`src/rtl/key_debounce_sync.sv`:
```
// key_debounce_sync: input conditioning for the DE0-Nano push-buttons.
// Each raw key (asynchronous, active-low) is synchronised into EXTCLK,
// debounced by a per-key stability counter, and presented as an
// active-high level plus single-cycle press/release pulses.
// Optional: define KEY_DEBOUNCE_TOGGLE_EN to add KEY_TOGGLE, a per-key
// latch that flips on every accepted press.
module key_debounce_sync #(
    parameter int NUM_KEYS        = 2,
    parameter int SYNC_STAGES     = 2,
    parameter int DEBOUNCE_CYCLES = 500000
) (
    input  logic                EXTCLK,
    input  logic                RST_N,
    input  logic [NUM_KEYS-1:0] KEY_RAW,
    output logic [NUM_KEYS-1:0] KEY_LEVEL,
    output logic [NUM_KEYS-1:0] KEY_PRESS,
    output logic [NUM_KEYS-1:0] KEY_RELEASE
`ifdef KEY_DEBOUNCE_TOGGLE_EN
    ,
    output logic [NUM_KEYS-1:0] KEY_TOGGLE
`endif
);

    localparam int CNT_W = (DEBOUNCE_CYCLES > 1) ? $clog2(DEBOUNCE_CYCLES) : 1;
    localparam logic [CNT_W-1:0] CNT_LAST = CNT_W'(DEBOUNCE_CYCLES - 1);

    typedef enum logic [1:0] {
        RELEASED     = 2'd0,
        WAIT_PRESS   = 2'd1,
        PRESSED      = 2'd2,
        WAIT_RELEASE = 2'd3
    } key_state_t;

    for (genvar k = 0; k < NUM_KEYS; k++) begin : g_key
        logic [SYNC_STAGES-1:0] sync_q;
        logic                   pressed_s;
        key_state_t             state_q;
        key_state_t             state_d;
        logic [CNT_W-1:0]       cnt_q;
        logic [CNT_W-1:0]       cnt_d;
        logic                   level_q;
        logic                   level_d;
        logic                   press_q;
        logic                   press_d;
        logic                   release_q;
        logic                   release_d;

        // Synchroniser chain; reset to the released (high) level so no
        // spurious press is seen when reset lifts.
        always_ff @(posedge EXTCLK) begin
            if (!RST_N) begin
                sync_q <= '1;
            end else begin
                sync_q <= {sync_q[SYNC_STAGES-2:0], KEY_RAW[k]};
            end
        end

        assign pressed_s = ~sync_q[SYNC_STAGES-1];

        // State, counter and registered outputs.
        always_ff @(posedge EXTCLK) begin
            if (!RST_N) begin
                state_q   <= RELEASED;
                cnt_q     <= '0;
                level_q   <= 1'b0;
                press_q   <= 1'b0;
                release_q <= 1'b0;
            end else begin
                state_q   <= state_d;
                cnt_q     <= cnt_d;
                level_q   <= level_d;
                press_q   <= press_d;
                release_q <= release_d;
            end
        end

        // Next-state, counter and output decode; outputs are computed from
        // the next state so they change on the same edge the FSM settles.
        always_comb begin
            state_d   = state_q;
            cnt_d     = cnt_q;
            press_d   = 1'b0;
            release_d = 1'b0;
            case (state_q)
                RELEASED: begin
                    if (pressed_s) begin
                        state_d = WAIT_PRESS;
                        cnt_d   = '0;
                    end
                end
                WAIT_PRESS: begin
                    if (!pressed_s) begin
                        state_d = RELEASED;
                    end else if (cnt_q == CNT_LAST) begin
                        state_d = PRESSED;
                        press_d = 1'b1;
                    end else begin
                        cnt_d = cnt_q + CNT_W'(1);
                    end
                end
                PRESSED: begin
                    if (!pressed_s) begin
                        state_d = WAIT_RELEASE;
                        cnt_d   = '0;
                    end
                end
                WAIT_RELEASE: begin
                    if (pressed_s) begin
                        state_d = PRESSED;
                    end else if (cnt_q == CNT_LAST) begin
                        state_d   = RELEASED;
                        release_d = 1'b1;
                    end else begin
                        cnt_d = cnt_q + CNT_W'(1);
                    end
                end
                default: begin
                    state_d = RELEASED;
                    cnt_d   = '0;
                end
            endcase
            level_d = (state_d == PRESSED) || (state_d == WAIT_RELEASE);
        end

        assign KEY_LEVEL[k]   = level_q;
        assign KEY_PRESS[k]   = press_q;
        assign KEY_RELEASE[k] = release_q;

`ifdef KEY_DEBOUNCE_TOGGLE_EN
        logic toggle_q;

        // Latched enable: flips on the edge the press pulse is registered.
        always_ff @(posedge EXTCLK) begin
            if (!RST_N) begin
                toggle_q <= 1'b0;
            end else if (press_d) begin
                toggle_q <= ~toggle_q;
            end
        end

        assign KEY_TOGGLE[k] = toggle_q;
`endif
    end

endmodule

```
`config.mk`:
```
export PLATFORM = sky130hd
export DESIGN_NAME = key_debounce_sync
export DESIGN_NICKNAME = d
export VERILOG_FILES = /design/src/rtl/key_debounce_sync.sv
export SDC_FILE = /design/constraint.sdc
export NUM_CORES = 1
export LEC_CHECK = 0
export ABC_CLOCK_PERIOD_IN_PS = 2940
export CAP_MARGIN = 10
export CORE_MARGIN = 5
export CORE_UTILIZATION = 60
export DETAILED_ROUTE_END_ITERATION = 6
export GPL_ROUTABILITY_DRIVEN = 0
export PLACE_DENSITY_LB_ADDON = 0.15
export SETUP_SLACK_MARGIN = 0.15
export SKIP_LAST_GASP = 1
export SLEW_MARGIN = 40
export SYNTH_ARGS = -nofsm -noshare
export SYNTH_HDL_FRONTEND = slang
export SYNTH_SLANG_ARGS = --single-unit
```
`constraint.sdc`:
```
create_clock -name EXTCLK -period 2.94 [get_ports EXTCLK]
set_input_delay 0.588 -clock EXTCLK [delete_from_list [all_inputs] [get_ports EXTCLK]]
set_output_delay 0.588 -clock EXTCLK [all_outputs]
set_load 0.02 [all_outputs]
```
; Word-level counts from Yosys, hierarchy flattened
; Cells that the tools add are included.
[classes]
eq_ne = 20
reduce_logical = 10
addsub = 2
bitwise = 3
mux = 28
[ops]
columns = op, count
row1 = 19-bit two-way mux, 10
row2 = 19-bit case mux with 4 select lines, 2
row3 = "19-bit by 1-bit adder with 19-bit output, second input constant", 2
row4 = "19-bit == test, second input constant", 2
row5 = 2-bit two-way mux, 12
row6 = "2-bit == test, second input constant", 8
row7 = "2-bit != test, second input constant", 8
row8 = 2-bit case mux with 4 select lines, 2
row9 = 4-bit AND reduction, 2
row10 = 3-bit AND reduction, 2
row11 = 3-bit OR reduction, 2
row12 = "2-bit by 1-bit == test with 1-bit output, second input constant", 2
row13 = 2-bit logical NOT, 2
row14 = 1-bit NOT, 3
row15 = 1-bit logical OR, 2
row16 = 1-bit two-way mux, 2
[totals]
register_bits = 52
inputBits = 4
output_inout_bits = 6
word_cells = 75

; Depth between registers and ports, before layout
[logic_depth]
ltp_word = 6
mapped_depth = 7
ltp_nobuf = 6

; Least setup slack after synthesis
; OpenSTA, ideal clock, no wires.
[synth_timing]
path_kind = reg-to-reg
from = register g_key[1].cnt_q[11]
to = register g_key[1].state_q[1]
t_arrival_ns = 1.802
synth_period_minus_slack_ns = 1.916
t_required_ns = 2.826
slack_ns = 1.024
setup_time_ns = 0.114
path_stages_with_launch = 7
path_cell_list = dfxtp_1 buf_6 or4b_1 or4_4 nor2_4 mux2i_1 nor2_1
[synth_between]
elab_chain_cells = 4
[synth_rtl]
columns = item, line_no
row1 = start: declaration, 39  ; logic [CNT_W-1:0] cnt_q;
row2 = start signal: assignment, 70  ; cnt_q <= cnt_d;
row3 = 19-bit == test (*), "94, 110"
row4 = "2-bit two-way mux, on equally long branches", "110, 94"
row5 = "2-bit two-way mux, on equally long branches", "108, 92"
row6 = 2-bit case mux with 4 select lines (*), 84  ; case (state_q)
row7 = end signal: assignment, 69  ; state_q <= state_d;
row8 = end: declaration, 37  ; key_state_t state_q;
; Every way passes the cells marked *; elsewhere a longest branch is shown, timed or not.
; A chain may end at the register's enable or synchronous reset.

; Worst setup path in the final report
[layout_timing]
from = register g_key[0].cnt_q[5]
to = register g_key[0].cnt_q[0]
[layout_between]
elab_chain_cells = 4
[layout_rtl]
columns = item, line_no
row1 = start: declaration, 39
row2 = start signal: assignment, 70
row3 = 19-bit == test (*), "94, 110"
row4 = 19-bit two-way mux (*), --
row5 = "19-bit two-way mux, on equally long branches", --
row6 = 19-bit case mux with 4 select lines (*), --
; Every way passes the cells marked *; elsewhere a longest branch is shown, timed or not. The select of a mux whose other input is x is not followed.

==> qor.csv <==
metric,value,unit
syn_inst,263,
cts_root_buf,clkbuf_8,
relSlewSlack,0.5077,
cts_hold_buf,0,
num_rows,22,
grt_pass1_vias,1583,
skew,0.01097,ns
vdd_ir_drop_max,0.0004483,V
cp_top_family,simple AND/OR/NAND/NOR gates,
grt_first_pass_wirelength,7383,um
die_w,72.18,um
synth.avg_cell_area,8.820,um^2
hold_viol,0,
final_cell_mix,"dfxtp_1, nor2_1, xor2_1",
path_class,reg2reg,
clock_latency,0.31,ns
synth_mux_area_frac,0.008630,
crit_buf_inv,0,
slew_viol_final,0,
synth_fa_ha_area_frac,0.01079,
synth-xor-area-share,0.1170,
n_antenna_cell,0,
synth_edf_count,0,
cpMaxStageDelayCell,o21bai_1,
yosysSeqAreaShare,0.4401,
fin_nets,276,
post_cts_buffers,0,
numCtsBuffers,5,
synth-compound-area-share,0.07767,
outcome,"finished, final reports clean",
power_leakage,0.8516,nW
max_freq,0.4938,GHz
crit_arrival,2.20,ns
slowest_delay,0.55,ns
synth_simple_gate_area_frac,0.3020,
cts_tree,built,
yosysWarnings,0,
post-route-drc-count,0,
syn2layout_area_growth,9.925,%
r2r-start,g_key[0].cnt_q[5]$_SDFFE_PN0P_,
path_cells,nor4b_1 -> nand4_1 -> o21bai_1 -> xor2_1 -> nor2_1,
synthArstFlopShare,0,
fin_crit_sh,0.6888,
ant_nets,0,
setup_violations,0,
start_util,0.6242,
final_common_cell,dfxtp_1,
p_per_area,508.4,mW/mm^2
finalSetupTns,0,ns
drive_gt1_frac,0.07011,
fp.dieArea,0.005210,mm^2
gr-total-overflow,0,
antenna_found_initial,0,
hp-start,g_key[1].sync_q[0]$_SDFF_PN1_,
hold_class,reg2reg,
tightest_slew,0.7335,ns
avgViaCountPerCell,5.702,
cts.sinks,51,
avgRoutedWirePerCell,13.36,um
post_cts_resized,0,
core_area,0.003716,mm^2
crit_start,g_key[0].cnt_q[5]$_SDFFE_PN0P_,
endpoint_kind,flip-flop,
layout_setup_ws,0.9151,ns
syn-num-nets,269,
grt_max_degree,16,
worstSetupStartpointType,flip-flop,
maxCapViolCount,0,
grt_setup_unrepaired,no,
crit_fanout,11,
die_h,72.18,um
critPathRequiredTime,3.12,ns
ff2ff_setup_slack,0.92,ns
synth_top_family_by_area,simple AND/OR/NAND/NOR gates,
numPortBuffers,9,
clock_path_buffers,2,
dp_slack,0.6852,ns
wl,4261,um
ios,10,
fin_crit,2.025,ns
ys_types,42,
grt_usage,0.1784,
hpwl,3074,um
vias,1819,
synth_area,0.002320,mm^2
cts_max_level,2,
drtPass1Iterations,4,
synth-main-ff-cell,dfxtp_1,
ys_seq_elements,51,
drt_iter0_markers,117,
clk_pin_slew_worst_paths,0.09,ns
## synth_stat cells, types with 2 or more instances
master / instances / area, um^2
a21oi_1: 8 / 40.04
and2_1: 4 / 25.02
and3_1: 3 / 18.77
and4_1: 2 / 17.52
and4b_1: 2 / 20.02
buf_4: 6 / 45.04
clkbuf_1: 5 / 18.77
dfxtp_1: 51 / 1021
ha_1: 2 / 25.02
inv_1: 7 / 26.28
mux2i_1: 2 / 20.02
nand2_1: 14 / 52.55
nand2b_1: 5 / 31.28
nand3_1: 13 / 65.06
nand4_1: 17 / 106.4
nor2_1: 39 / 146.4
nor3_1: 7 / 35.03
nor4_1: 3 / 18.77
nor4b_1: 3 / 26.28
o211ai_1: 4 / 30.03
o21ai_0: 8 / 40.04
o21ai_1: 3 / 15.01
o31ai_1: 2 / 15.01
or3_1: 4 / 25.02
or3_2: 2 / 15.01
or4_4: 2 / 22.52
xnor2_1: 11 / 96.34
xor2_1: 20 / 175.2
## worst register-to-register path, stage by stage (launching register included)
cell	delay, ns
dfxtp_1	0.36
nor4b_1	0.32
nand4_1	0.42
o21bai_1	0.55
xor2_1	0.20
nor2_1	0.05
## final timing paths
check	endpoint	depth (start not counted)
hold reg to reg	g_key[1].sync_q[1]$_SDFF_PN1_	1
setup reg to reg	g_key[0].cnt_q[0]$_SDFFE_PN0P_	5
hold / removal	g_key[1].sync_q[1]$_SDFF_PN1_	1
setup / recovery	g_key[0].cnt_q[0]$_SDFFE_PN0P_	5
## cells by family (layout without fill, tap and decap cells)
| group | Yosys count | after routing |
|---|---|---|
| and+or+nand+nor | 128 | 128 |
| DFF | 51 | 51 |
| xor gates and xnor gates | 31 | 31 |
| AOI/OAI and AO/OA | 30 | 30 |
| buffers and inverters | 19 | 27 |
| adders and majority gates | 2 | 2 |
| muxes | 2 | 2 |
## per-layer routing
metal / wire, um / part of all wire / GRT usage
met5: 0 / 0 / 0
met4: 62 / 0.015 / 0.05637
met3: 143 / 0.034 / 0.04986
met2: 2134 / 0.50 / 0.2963
met1: 1921 / 0.45 / 0.2234
## registers in the layout (all words and copies together), names as in the netlist
name / flops
g_key.cnt_q: 38
g_key.level_q: 1
g_key.press_q: 2
g_key.release_q: 2
g_key.state_q: 4
g_key.sync_q: 4
## power by group
part	leakage, nW	internal (mW)	switching (mW)
logic	0.374	0.0121	0.0209
clock network	0.0654	0.340	0.224
registers	0.412	0.695	0.00421
## final cells by class
type	count	area, um^2
Multi-Input combinational cell	193	1197
Fill cell	305	1166
Sequential cell	51	1021
Timing Repair Buffer	12	112.6
Clock buffer	6	72.57
Clock inverter	2	60.06
Tap cell	48	60.06
Inverter	7	26.28
## through the flow
step	total power [mW]	util	hold WS, ns	cells	cell area [um^2]
2_1_floorplan	0.7350	-	0.3863	263	2320
3_3_place_gp	0.7470	0.6505	0.3920	311	2417
3_5_place_dp	0.7485	0.6505	0.3909	311	2417
4_1_cts	1.303	0.6862	0.4111	319	2550
5_1_grt	1.347	0.6862	0.4412	319	2550
6_report	1.296	0.6862	0.4098	319	2550
(Power assumes the default switching activity.)
